**src/rtl/countdown_pkg.sv**
```systemverilog
// Shared types for the countdown timer: state encoding and alarm counter sizing.
package countdown_pkg;

    typedef enum logic [1:0] {
        ST_IDLE  = 2'd0,
        ST_RUN   = 2'd1,
        ST_PAUSE = 2'd2,
        ST_DONE  = 2'd3
    } state_t;

    // Bits needed to hold the value secs; never less than one.
    function automatic int unsigned alarm_w(input int unsigned secs);
        int unsigned w;
        w = 1;
        while ((secs >> w) != 0) w++;
        return w;
    endfunction

endpackage

```
**src/rtl/countdown_ctrl_edge_rise.sv**
```systemverilog
// Rising-edge detector: one history flop ANDed with the live level.
module edge_rise (
    input  logic clk,
    input  logic rst_n,
    input  logic d,
    output logic rise
);

    logic d_q;

    always_ff @(posedge clk or negedge rst_n) begin
        if (!rst_n) d_q <= 1'b0;
        else        d_q <= d;
    end

    assign rise = d & ~d_q;

endmodule

```
**src/rtl/countdown_ctrl.sv**
```systemverilog
// Countdown-timer controller stepped by the 1 Hz divider output, with timed alarm.
// Define COUNTDOWN_AUTO_RELOAD_EN to reload the preset at zero instead of stopping.
module countdown_ctrl
    import countdown_pkg::*;
#(
    parameter int unsigned CNT_W      = 16,
    parameter int unsigned ALARM_SECS = 5
) (
    input  logic             clk,
    input  logic             rst_n,
    input  logic             sec_clk,
    input  logic             start,
    input  logic             pause,
    input  logic             clear,
    input  logic [CNT_W-1:0] preset,
    output logic [CNT_W-1:0] remaining,
    output logic [1:0]       state,
    output logic             alarm,
    output logic             done_pulse
);

    localparam int unsigned AW = alarm_w(ALARM_SECS);

    logic sec_tick, start_rise, pause_rise, clear_rise;

    edge_rise u_sec   (.clk(clk), .rst_n(rst_n), .d(sec_clk), .rise(sec_tick));
    edge_rise u_start (.clk(clk), .rst_n(rst_n), .d(start),   .rise(start_rise));
    edge_rise u_pause (.clk(clk), .rst_n(rst_n), .d(pause),   .rise(pause_rise));
    edge_rise u_clear (.clk(clk), .rst_n(rst_n), .d(clear),   .rise(clear_rise));

    state_t           state_q, state_n;
    logic [CNT_W-1:0] rem_q, rem_n;
    logic [AW-1:0]    acnt_q, acnt_n;
    logic             done_q, done_n;

    always_ff @(posedge clk or negedge rst_n) begin
        if (!rst_n) begin
            state_q <= ST_IDLE;
            rem_q   <= '0;
            acnt_q  <= '0;
            done_q  <= 1'b0;
        end else begin
            state_q <= state_n;
            rem_q   <= rem_n;
            acnt_q  <= acnt_n;
            done_q  <= done_n;
        end
    end

    always_comb begin
        state_n = state_q;
        rem_n   = rem_q;
        acnt_n  = acnt_q;
        done_n  = 1'b0;

        if (clear_rise) begin
            state_n = ST_IDLE;
            rem_n   = '0;
            acnt_n  = '0;
        end else begin
            case (state_q)
                ST_IDLE: begin
                    if (start_rise && preset != '0) begin
                        rem_n   = preset;
                        state_n = ST_RUN;
                    end
                end
                ST_RUN: begin
                    if (sec_tick) begin
                        // Alarm can still be counting here only after an auto-reload.
                        if (acnt_q != '0) acnt_n = acnt_q - AW'(1);
                        if (rem_q == CNT_W'(1)) begin
                            // Final tick overrides a coincident pause.
                            done_n = 1'b1;
                            acnt_n = AW'(ALARM_SECS);
`ifdef COUNTDOWN_AUTO_RELOAD_EN
                            if (preset != '0) begin
                                rem_n = preset;
                            end else begin
                                rem_n   = '0;
                                state_n = ST_DONE;
                            end
`else
                            rem_n   = '0;
                            state_n = ST_DONE;
`endif
                        end else begin
                            rem_n = rem_q - CNT_W'(1);
                            if (pause_rise) state_n = ST_PAUSE;
                        end
                    end else if (pause_rise) begin
                        state_n = ST_PAUSE;
                    end
                end
                ST_PAUSE: begin
                    if (start_rise || pause_rise) state_n = ST_RUN;
                end
                ST_DONE: begin
                    if (start_rise) begin
                        acnt_n = '0;
                        if (preset != '0) begin
                            rem_n   = preset;
                            state_n = ST_RUN;
                        end else begin
                            state_n = ST_IDLE;
                        end
                    end else if (sec_tick && acnt_q != '0) begin
                        acnt_n = acnt_q - AW'(1);
                    end
                end
                default: state_n = ST_IDLE;
            endcase
        end
    end

    assign remaining  = rem_q;
    assign state      = state_q;
    assign alarm      = (acnt_q != '0);
    assign done_pulse = done_q;

endmodule
```
**config.mk**
```make
export PLATFORM = sky130hd
export DESIGN_NAME = countdown_ctrl
export DESIGN_NICKNAME = d
export VERILOG_FILES = /design/src/rtl/countdown_pkg.sv /design/src/rtl/countdown_ctrl_edge_rise.sv /design/src/rtl/countdown_ctrl.sv
export SDC_FILE = /design/constraint.sdc
export NUM_CORES = 1
export LEC_CHECK = 0
export ABC_AREA = 1
export ABC_CLOCK_PERIOD_IN_PS = 1300
export BUFFER_PORTS_ARGS = -buffer_cell sky130_fd_sc_hd__buf_2
export CORE_ASPECT_RATIO = 1.1
export CORE_UTILIZATION = 26
export DETAILED_ROUTE_END_ITERATION = 12
export GPL_ROUTABILITY_DRIVEN = 0
export SETUP_SLACK_MARGIN = 0.15
export SYNTH_ARGS = -nofsm -noshare
export SYNTH_HDL_FRONTEND = slang
export SYNTH_HIERARCHICAL = 1
export SYNTH_SLANG_ARGS = --single-unit
```
**constraint.sdc**
```tcl
create_clock -name clk -period 1.3 [get_ports clk]
set_input_delay 0.065 -clock clk [delete_from_list [all_inputs] [get_ports clk]]
set_output_delay 0.065 -clock clk [all_outputs]
set_load 0.05 [all_outputs]
```
; ---- Word-level counts from Yosys, hierarchy flattened
; Index checks and enable logic that the tools add are counted.
[classes]
addsub = 2
n_mux = 27
bitwise_logic = 8
n_eq_ne = 11
n_reduce_logical = 11
[op_table]
columns = cell, count
row1 = $mux 16, 6
row2 = $pmux 16 s3, 1
row3 = $mux 3, 6
row4 = $eq 16x1->1 const B, 1
row5 = $reduce_bool 16->1, 1
row6 = $sub 16x1->16 const B, 1
row7 = $ne 3x3->1 const B, 5
row8 = $mux 2, 7
row9 = $ne 4x4->1 const B, 2
row10 = $pmux 2 s4, 1
row11 = $pmux 3 s2, 1
row12 = $reduce_bool 3->1, 2
row13 = $mux 1, 5
row14 = $reduce_and 5->1, 1
row15 = $and 1x1->1, 4
row16 = $eq 2x2->1 const B, 2
row17 = $not 1->1, 4
row18 = $reduce_and 4->1, 1
row19 = $reduce_bool 4->1, 1
row20 = $reduce_and 3->1, 1
row21 = $sub 3x1->3 const B, 1
row22 = $eq 2x1->1 const B, 1
row23 = $logic_and 1x1->1, 2
row24 = $logic_not 2->1, 1
row25 = $logic_or 1x1->1, 1
[totals]
input_bits = 22
wordCells = 67
output_inout_bits = 20
register_bits = 26

; ---- Depth between registers and ports, before layout
; Gate-level depths: netlist (run 1).
[depth]
ltp_word = 7
ltp_mapped = 12
depth_no_buf = 11

; ---- Cells and area by module
; Netlist (run 1), hierarchy kept.
[modules_own_cells]
columns = mod, seq_area_each_um2, cells_per_inst, area_per_inst_um2, instances
row1 = countdown_ctrl, 550.5, 273, 1691.6, 1
row2 = edge_rise, 25.0, 3, 35.0, 4

; ---- Worst setup path before layout (run 1)
; No wires, ideal clock.
[synth_timing]
path_kind = reg2reg
startpoint = register rem_q[0], in the netlist remaining[0]
endpoint = register rem_q[8], in the netlist remaining[8]
setup_time_ps = 118
setup_slack_ps = -396
synth_period_minus_slack_ps = 1696
stages_incl_launch_ff = 11
required_ps = 1182
arrival_time_ps = 1578
path_buffers = 0
path_cell_list = dfrtp_1 ha_1 nand3_1 nor2_1 nand2_1 nand2_4 inv_2 nand3_1 nand2_1 nand2_1 nand2_1
[synth_between]
elab_chain_cells = 5
elab_cells_between_ends = 6
classes_between = add/sub (1) / eq/ne (1) / mux (4)
[synth_lines]
columns = item, line_no
row1 = start: declaration, countdown_ctrl.sv:32  ; logic [CNT_W-1:0] rem_q, rem_n;
row2 = start signal: assignment, countdown_ctrl.sv:44  ; rem_q <= rem_n;
row3 = $sub 16x1->16 / $eq 16x1->1 (equally long branches), "countdown_ctrl.sv:88, countdown_ctrl.sv:72"
row4 = $mux 16 (*), countdown_ctrl.sv:72  ; if (rem_q == CNT_W'(1)) begin
row5 = $mux 16 (*), countdown_ctrl.sv:69  ; if (sec_tick) begin
row6 = $pmux 16 s3 (*), countdown_ctrl.sv:61  ; case (state_q)
row7 = $mux 16 (*), countdown_ctrl.sv:56  ; if (clear_rise) begin
; Mark *: on every way between the ends. The rest lies on a longest branch, timed or not. The select of a mux whose other input is x is not followed.
; A chain may end at the register's enable or synchronous reset.

; ---- Worst setup path in the final report (run 1)
[layout_timing]
startpoint = register rem_q[1], in the netlist remaining[1]
endpoint = register state_q[0], in the netlist state[0]
[layout_between]
elab_chain_cells = 5
[layout_lines]
columns = item, line_no
row1 = $eq 16x1->1, countdown_ctrl.sv:72
row2 = $mux 2, countdown_ctrl.sv:72
row3 = $mux 2, countdown_ctrl.sv:69
row4 = $pmux 2 s4, countdown_ctrl.sv:61
row5 = $mux 2, countdown_ctrl.sv:56
row6 = end signal: assignment, countdown_ctrl.sv:43  ; state_q <= state_n;
row7 = end: declaration, countdown_ctrl.sv:31  ; state_t state_q, state_n;
; No other way between the ends.

==> impl_metrics.tcl, run 1 <==
set metrics [dict create \
    status "complete, but fails checks" \
    violations "negative setup slack" \
    grt_usage 0.178 \
    start_util 0.273 \
    setup_viol 22 \
    io_pins 42 \
    cts_buffer_depth 2 \
    ir_worst_vdd_mv 1.17 \
    synth.distinct_cells 26 \
    first_iter_violations 65 \
    antenna_found_initial 0 \
    max_stage_delay_ns 0.44 \
    reg2reg_from "remaining[1]" \
    htreeDepth 1 \
    synthSimpleGateAreaFrac 0.451 \
    port_buffers 41 \
    r2r_end "state[0]" \
    synth_compound_area_frac 0.0567 \
    ant_nets 0 \
    routed_wl_mm 6.15 \
    cp_slowest_cell "dfrtp_2" \
    cts_tree "done" \
    tightest_slew_ns 0.646 \
    worstSetupPathType "flip-flop to flip-flop" \
    pre_cts_ws_ns -0.325 \
    reg2regPathDepth 9 \
    drt_pass1_iterations 4 \
    diodes 0 \
    synthXorXnorAreaFrac 0.0335 \
    min_period_ns 1.50 \
    critPathMaxFanout 3 \
    grt_start_max_net_pins 27 \
    grt_pass1_wl_mm 10.2 \
    finalHoldViolations 0 \
    numCtsBuffers 3 \
    row_count 31 \
    drive_above_1_share 0.473 \
    yosysWarningCount 6 \
    drc 0 \
    muxShareOfSynthArea 0 \
    syn_inst 285 \
    fin_crit_sh 1.15 \
    cp.arrival_ns 1.71 \
    synthAdderAreaFrac 0.0273 \
    rsz0062_at_grt "true" \
    fin_worst_skew_ns 0.00454 \
    path_clk_slew_ns 0.10 \
    p_leak_uw 0.00158 \
    nets 418 \
    drv_slew 0 \
    syn-num-nets 311 \
    fp.coreArea_um2 6710 \
    die_h_um 90.0 \
    clockRootBuffer "clkbuf_8" \
    synth_top_family_by_area "simple AND/OR/NAND/NOR gates" \
    path_cells "inv_2 > ha_4 > nand3_4 > nor2_4 > buf_4 > nand3_2 > nand3_1 > nand2_1 > o21ai_1" \
    path_delay_family "simple AND/OR/NAND/NOR gates" \
    grt_pass1_vias 2231 \
    ys_ff_latch 26 \
    min_to "remaining[11]" \
    slew_headroom 0.569 \
    dieArea_um2 7390 \
    utilization 0.454 \
    place_hpwl_mm 4.14 \
    hold_class "input pin to flip-flop" \
    syn-cell-area_um2 1830 \
    grt_overflow_total 0 \
    yosysSeqAreaShare 0.355 \
    area_delta_synth_final_pct 66.5 \
    hold_start "preset[11]" \
    tns_ns -2.92 \
    powerDensity_nw_per_um2 2440 \
    synth.avg_cell_area_um2 6.43 \
    die_w_um 82.0 \
    hold_path_depth 5 \
    vias 2162 \
    worst_setup_path_start_kind "flip-flop" \
    cts.sinks 26 \
    wl_per_cell_um 13.0 \
    end_kind "flip-flop" \
    setup_ws_ns -0.198 \
    r2r_setup_slack_ns -0.20 \
    cp.required_ns 1.51 \
    cap_viol_max_count 0 \
    clock_latency_ns 0.28 \
    drt-vias-per-instance 4.57 \
    critPathBufInv 2 \
    fmax_mhz 668 \
]
-- through the flow --
step                cells  hold slack (ns)  cell area [um^2]  total power, uW
finish                473           0.0868              3050             7430
global route          473            0.113              3050             7960
CTS                   470           0.0824              2910             6990
detailed placement    449            0.125              2520             5710
global placement      449            0.122              2520             5650
floorplan             285           -0.231              1900             4190
-- synth_stat cells --
cell	n	share of area
o21ai_1	8	0.022
o21ai_2	1	0.0048
nand3_2	1	0.0055
nand2_2	3	0.010
nand3b_1	1	0.0041
nor2_4	2	0.012
buf_2	1	0.0027
dfrtp_1	26	0.36
inv_2	6	0.012
nand2_1	119	0.24
a21oi_1	2	0.0055
xnor2_1	2	0.0096
or2_2	1	0.0034
nand2_4	2	0.012
o21bai_1	1	0.0041
clkbuf_1	1	0.0020
nand3_1	22	0.060
nor2_2	6	0.020
inv_1	26	0.053
buf_6	1	0.0061
ha_1	4	0.027
o211ai_1	1	0.0041
o21ai_0	6	0.016
xor2_1	5	0.024
nor2_1	35	0.072
nand4_1	2	0.0068
-- how the worst max path moves through the flow --
stage                       startpoint            end  slack, ns  depth (start not counted)
after floorplan           remaining[6]   remaining[8]      -0.20                         10
after global placement     u_clear/d_q  remaining[14]      -0.27                          7
after detailed placement   u_clear/d_q   remaining[6]      -0.33                          7
after CTS                 remaining[1]   remaining[8]      -0.14                         11
after global routing      remaining[1]       state[0]      -0.29                          9
final                     remaining[1]       state[0]      -0.20                          9
-- what timing repair did --
action,CTS,global route
pin swaps,15,13
setup buffers,9,3
gates resized for setup,50,46
setup endpoints to repair,24,37
cloned,3,0
endpoints found under the hold margin,30,0
hold buffers,5,0
-- worst min-delay path, delay by kind of cell --
| family | cells | cell delay (ns) |
|---|---|---|
| and+or+nand+nor | 4 | 0.18 |
| buffers and inverters | 1 | 0.09 |
-- flip-flops by register name, indices dropped and copies added, names as in the netlist --
name,cells
remaining,16
acnt_q,3
state,2
done_pulse,1
u_clear/d_q,1
u_pause/d_q,1
u_sec/d_q,1
u_start/d_q,1
-- cells by family after synthesis --
group	after synthesis
AOI/OAI and AO/OA	19
xor gates and xnor gates	7
adders and majority gates	4
buffers and inverters	35
DFF	26
and+or+nand+nor	194
-- layout make-up --
cell class | count | area, um^2
Fill cell | 657 | 3660
Tap cell | 82 | 103
Sequential cell | 26 | 673
Inverter | 32 | 130
Multi-Input combinational cell | 227 | 1300
Timing Repair Buffer | 102 | 787
Clock buffer | 4 | 55.1
-- cells in the final DEF (no fill, tap or decap), drive strengths merged --
master	instances
a21oi	2
buf	97
clkbuf	4
dfrtp	26
dlygate4sd3	5
ha	4
inv	32
nand2	126
nand3	23
nand3b	1
nand4	2
nor2	44
o211ai	1
o21ai	15
o21bai	1
or2	1
xnor2	2
xor2	5
-- metal layers --
layer	vias to the layer above	track usage	routed length, um	part of all wire
met4	0	0.0439	76	0.012
met2	50	0.316	3240	0.53
met1	1007	0.219	2560	0.42
met5	-	0	0	0
li1	1098	-	-	-
met3	7	0.0254	274	0.045
-- power by group --
group	internal (uW)	switching [uW]	leakage, uW
Clock	272	286	0.0000288
Combinational	2220	3280	0.00125
Sequential	1120	249	0.000306
No activity file was read; power rests on OpenSTA's default activity.
==> inputs of run 2 (changes only) <==
--- a/config.mk
+++ b/config.mk
@@ -12,6 +12,7 @@
 export CORE_UTILIZATION = 26
 export DETAILED_ROUTE_END_ITERATION = 12
 export GPL_ROUTABILITY_DRIVEN = 0
+export REMOVE_ABC_BUFFERS = 1
 export SETUP_SLACK_MARGIN = 0.15
 export SYNTH_ARGS = -nofsm -noshare
 export SYNTH_HDL_FRONTEND = slang
==> run 2 against run 1 <==
Against the previous run:
- register-to-register slack better by 0.06 ns
- sequential power is 5% lower
- the run still ends with negative setup slack left
- largest cell class unchanged
- critical endpoint is now remaining[6]
- clock skew is 0.0089 ns higher
- core utilization is 2.5 points higher
- sequential share of layout area is 1.8 points lower
- critical path depth is 1 higher
- clock-buffer cell count is 1 lower
- cell count is 1.3% higher
- die area stayed put
==> impl_metrics.tcl, run 2 (synthesis gave the netlist of run 1 again) <==
set metrics [dict create \
    cap_viol_max_count 0 \
    status "complete, but fails checks" \
    drive_above_1_share 0.474 \
    ant_nets 0 \
    ir_worst_vdd_mv 1.29 \
    grt_usage 0.164 \
    first_iter_violations 138 \
    grt_use_met2 0.297 \
    cts_tree "done" \
    numCtsBuffers 3 \
    start_util 0.273 \
    grtUsageMet1 0.202 \
    slew_headroom 0.579 \
    clockRootBuffer "clkbuf_8" \
    fill_cells 651 \
    antenna_found_initial 0 \
    cp.arrival_ns 1.62 \
    grt_pass1_wl_mm 9.43 \
    port_buffers 41 \
    cp.required_ns 1.49 \
    powerDensity_nw_per_um2 2490 \
    grt_pass1_vias 2052 \
    setup_viol 22 \
    clock_latency_ns 0.29 \
    vias 2171 \
    diodes 0 \
    dp_cells 451 \
    path_clk_slew_ns 0.11 \
    setup_ws_ns -0.138 \
    fmax_mhz 695 \
    cts.sinks 26 \
    fp.coreArea_um2 6710 \
    min_period_ns 1.44 \
    cp_slowest_cell "dfrtp_1" \
    place_hpwl_mm 3.87 \
    drt_pass1_iterations 4 \
    fin_crit_sh 1.11 \
    critPathMostFrequentCell "nand2_1" \
    finalHoldViolations 0 \
    drt-vias-per-instance 4.53 \
    p_leak_uw 0.00168 \
    die_h_um 90.0 \
    wl_per_cell_um 12.1 \
    area_delta_synth_final_pct 75.5 \
    place_area_um2 2480 \
    cts_buffer_depth 2 \
    path_cells "inv_2 > ha_4 > nand3_4 > nor2_4 > nand2_4 > nand2_8 > buf_12 > o21ai_2 > nand2_1 > nand2_1" \
    max_stage_delay_ns 0.41 \
    nets 424 \
    worst_setup_path_start_kind "flip-flop" \
    htreeDepth 1 \
    worstSetupPathType "flip-flop to flip-flop" \
    grt_overflow_total 0 \
    violations "negative setup slack" \
    critPathMaxFanout 6 \
    tightest_slew_ns 0.632 \
    rsz0062_at_grt "true" \
    grt_start_max_net_pins 27 \
    final_common_cell "nand2_1" \
    drc 0 \
    most-common-layout-cells "103 x nand2_1, 54 x buf_4, 25 x dfrtp_1" \
    die_w_um 82.0 \
    r2r_setup_slack_ns -0.14 \
    met3_usage 0.0254 \
    end_kind "flip-flop" \
    busiest_layer "met2" \
    finish.cell_count_without_fillers 479 \
    largest_reg_flops 16 \
    fin_worst_skew_ns 0.0134 \
    stdcell_area_um2 3220 \
    row_count 31 \
    dieArea_um2 7390 \
    drv_slew 0 \
    io_pins 42 \
    utilization 0.479 \
    hold_class "input pin to flip-flop" \
    routed_wl_mm 5.82 \
]
run 2: cell types whose count changed in the layout (fill, tap and decap cells not counted), moves of 3 or more:
cell / change
buf_8: +3
dfrtp_1: +17
dfrtp_2: -17
nand2_1: -9
nand2_2: +7
nor2_1: -3
o21ai_2: +4
run 2: cell type report:
cell class                      instances  area (um^2)  area share
Clock buffer                            3         41.3      0.0128
Clock inverter                          1         30.0     0.00934
Inverter                               32          128      0.0397
Multi-Input combinational cell        226         1370       0.425
Sequential cell                        26          652       0.203
Tap cell                               82          103      0.0319
Timing Repair Buffer                  109          897       0.279
run 2: timing repair:
action                                  in CTS  in global routing
pin swaps                                   34                 21
hold buffers                                 5                  0
setup buffers                               10                  7
endpoints found under the setup margin      26                 38
cloned                                       1                  1
hold endpoints to repair                    30                  0
resized for setup                           84                 56
run 2: stage by stage:
step	setup TNS (ns)	hold slack, ns	power [uW]	setup WS (ns)
final	-2.21	0.0699	8000	-0.138
after global routing	-3.96	0.0830	8580	-0.213
after CTS	-1.79	0.0650	7310	-0.124
after detailed placement	-3.69	0.132	5550	-0.230
after global placement	-3.96	0.120	5520	-0.250
after floorplan	-7.35	-0.231	3980	-0.396
run 2: per-layer routing:
metal  part of all wire  wire, um  up-vias
met1               0.42      2470     1002
met2               0.53      3070       45
met5                  0         0        -
met4              0.014        84        0
met3              0.034       200       10
li1                   -         -     1114
run 2: worst max-delay path: cells and delay by family, from the launching register on:
kind	cells	cell delay (ns)
adder cells (fa/ha/maj)	1	0.13
flip-flops	1	0.41
buffers and inverters	2	0.20
AND/OR/NAND/NOR	6	0.54
AO/OA/AOI/OAI	1	0.05
run 2: final timing paths:
check	from	endpoint	depth (start not counted)
max in group asynchronous	rst_n	state[0]	2
worst max register to register	remaining[1]	remaining[6]	10
min in group asynchronous	rst_n	remaining[4]	2
worst max-delay path	remaining[1]	remaining[6]	10
worst min-delay path	preset[10]	remaining[10]	5
worst min register to register	acnt_q[2]	acnt_q[2]	2
run 2: power by group:
group          switching, uW  internal, uW
combinational           3480          2510
clock                    291           413
sequential               219          1080
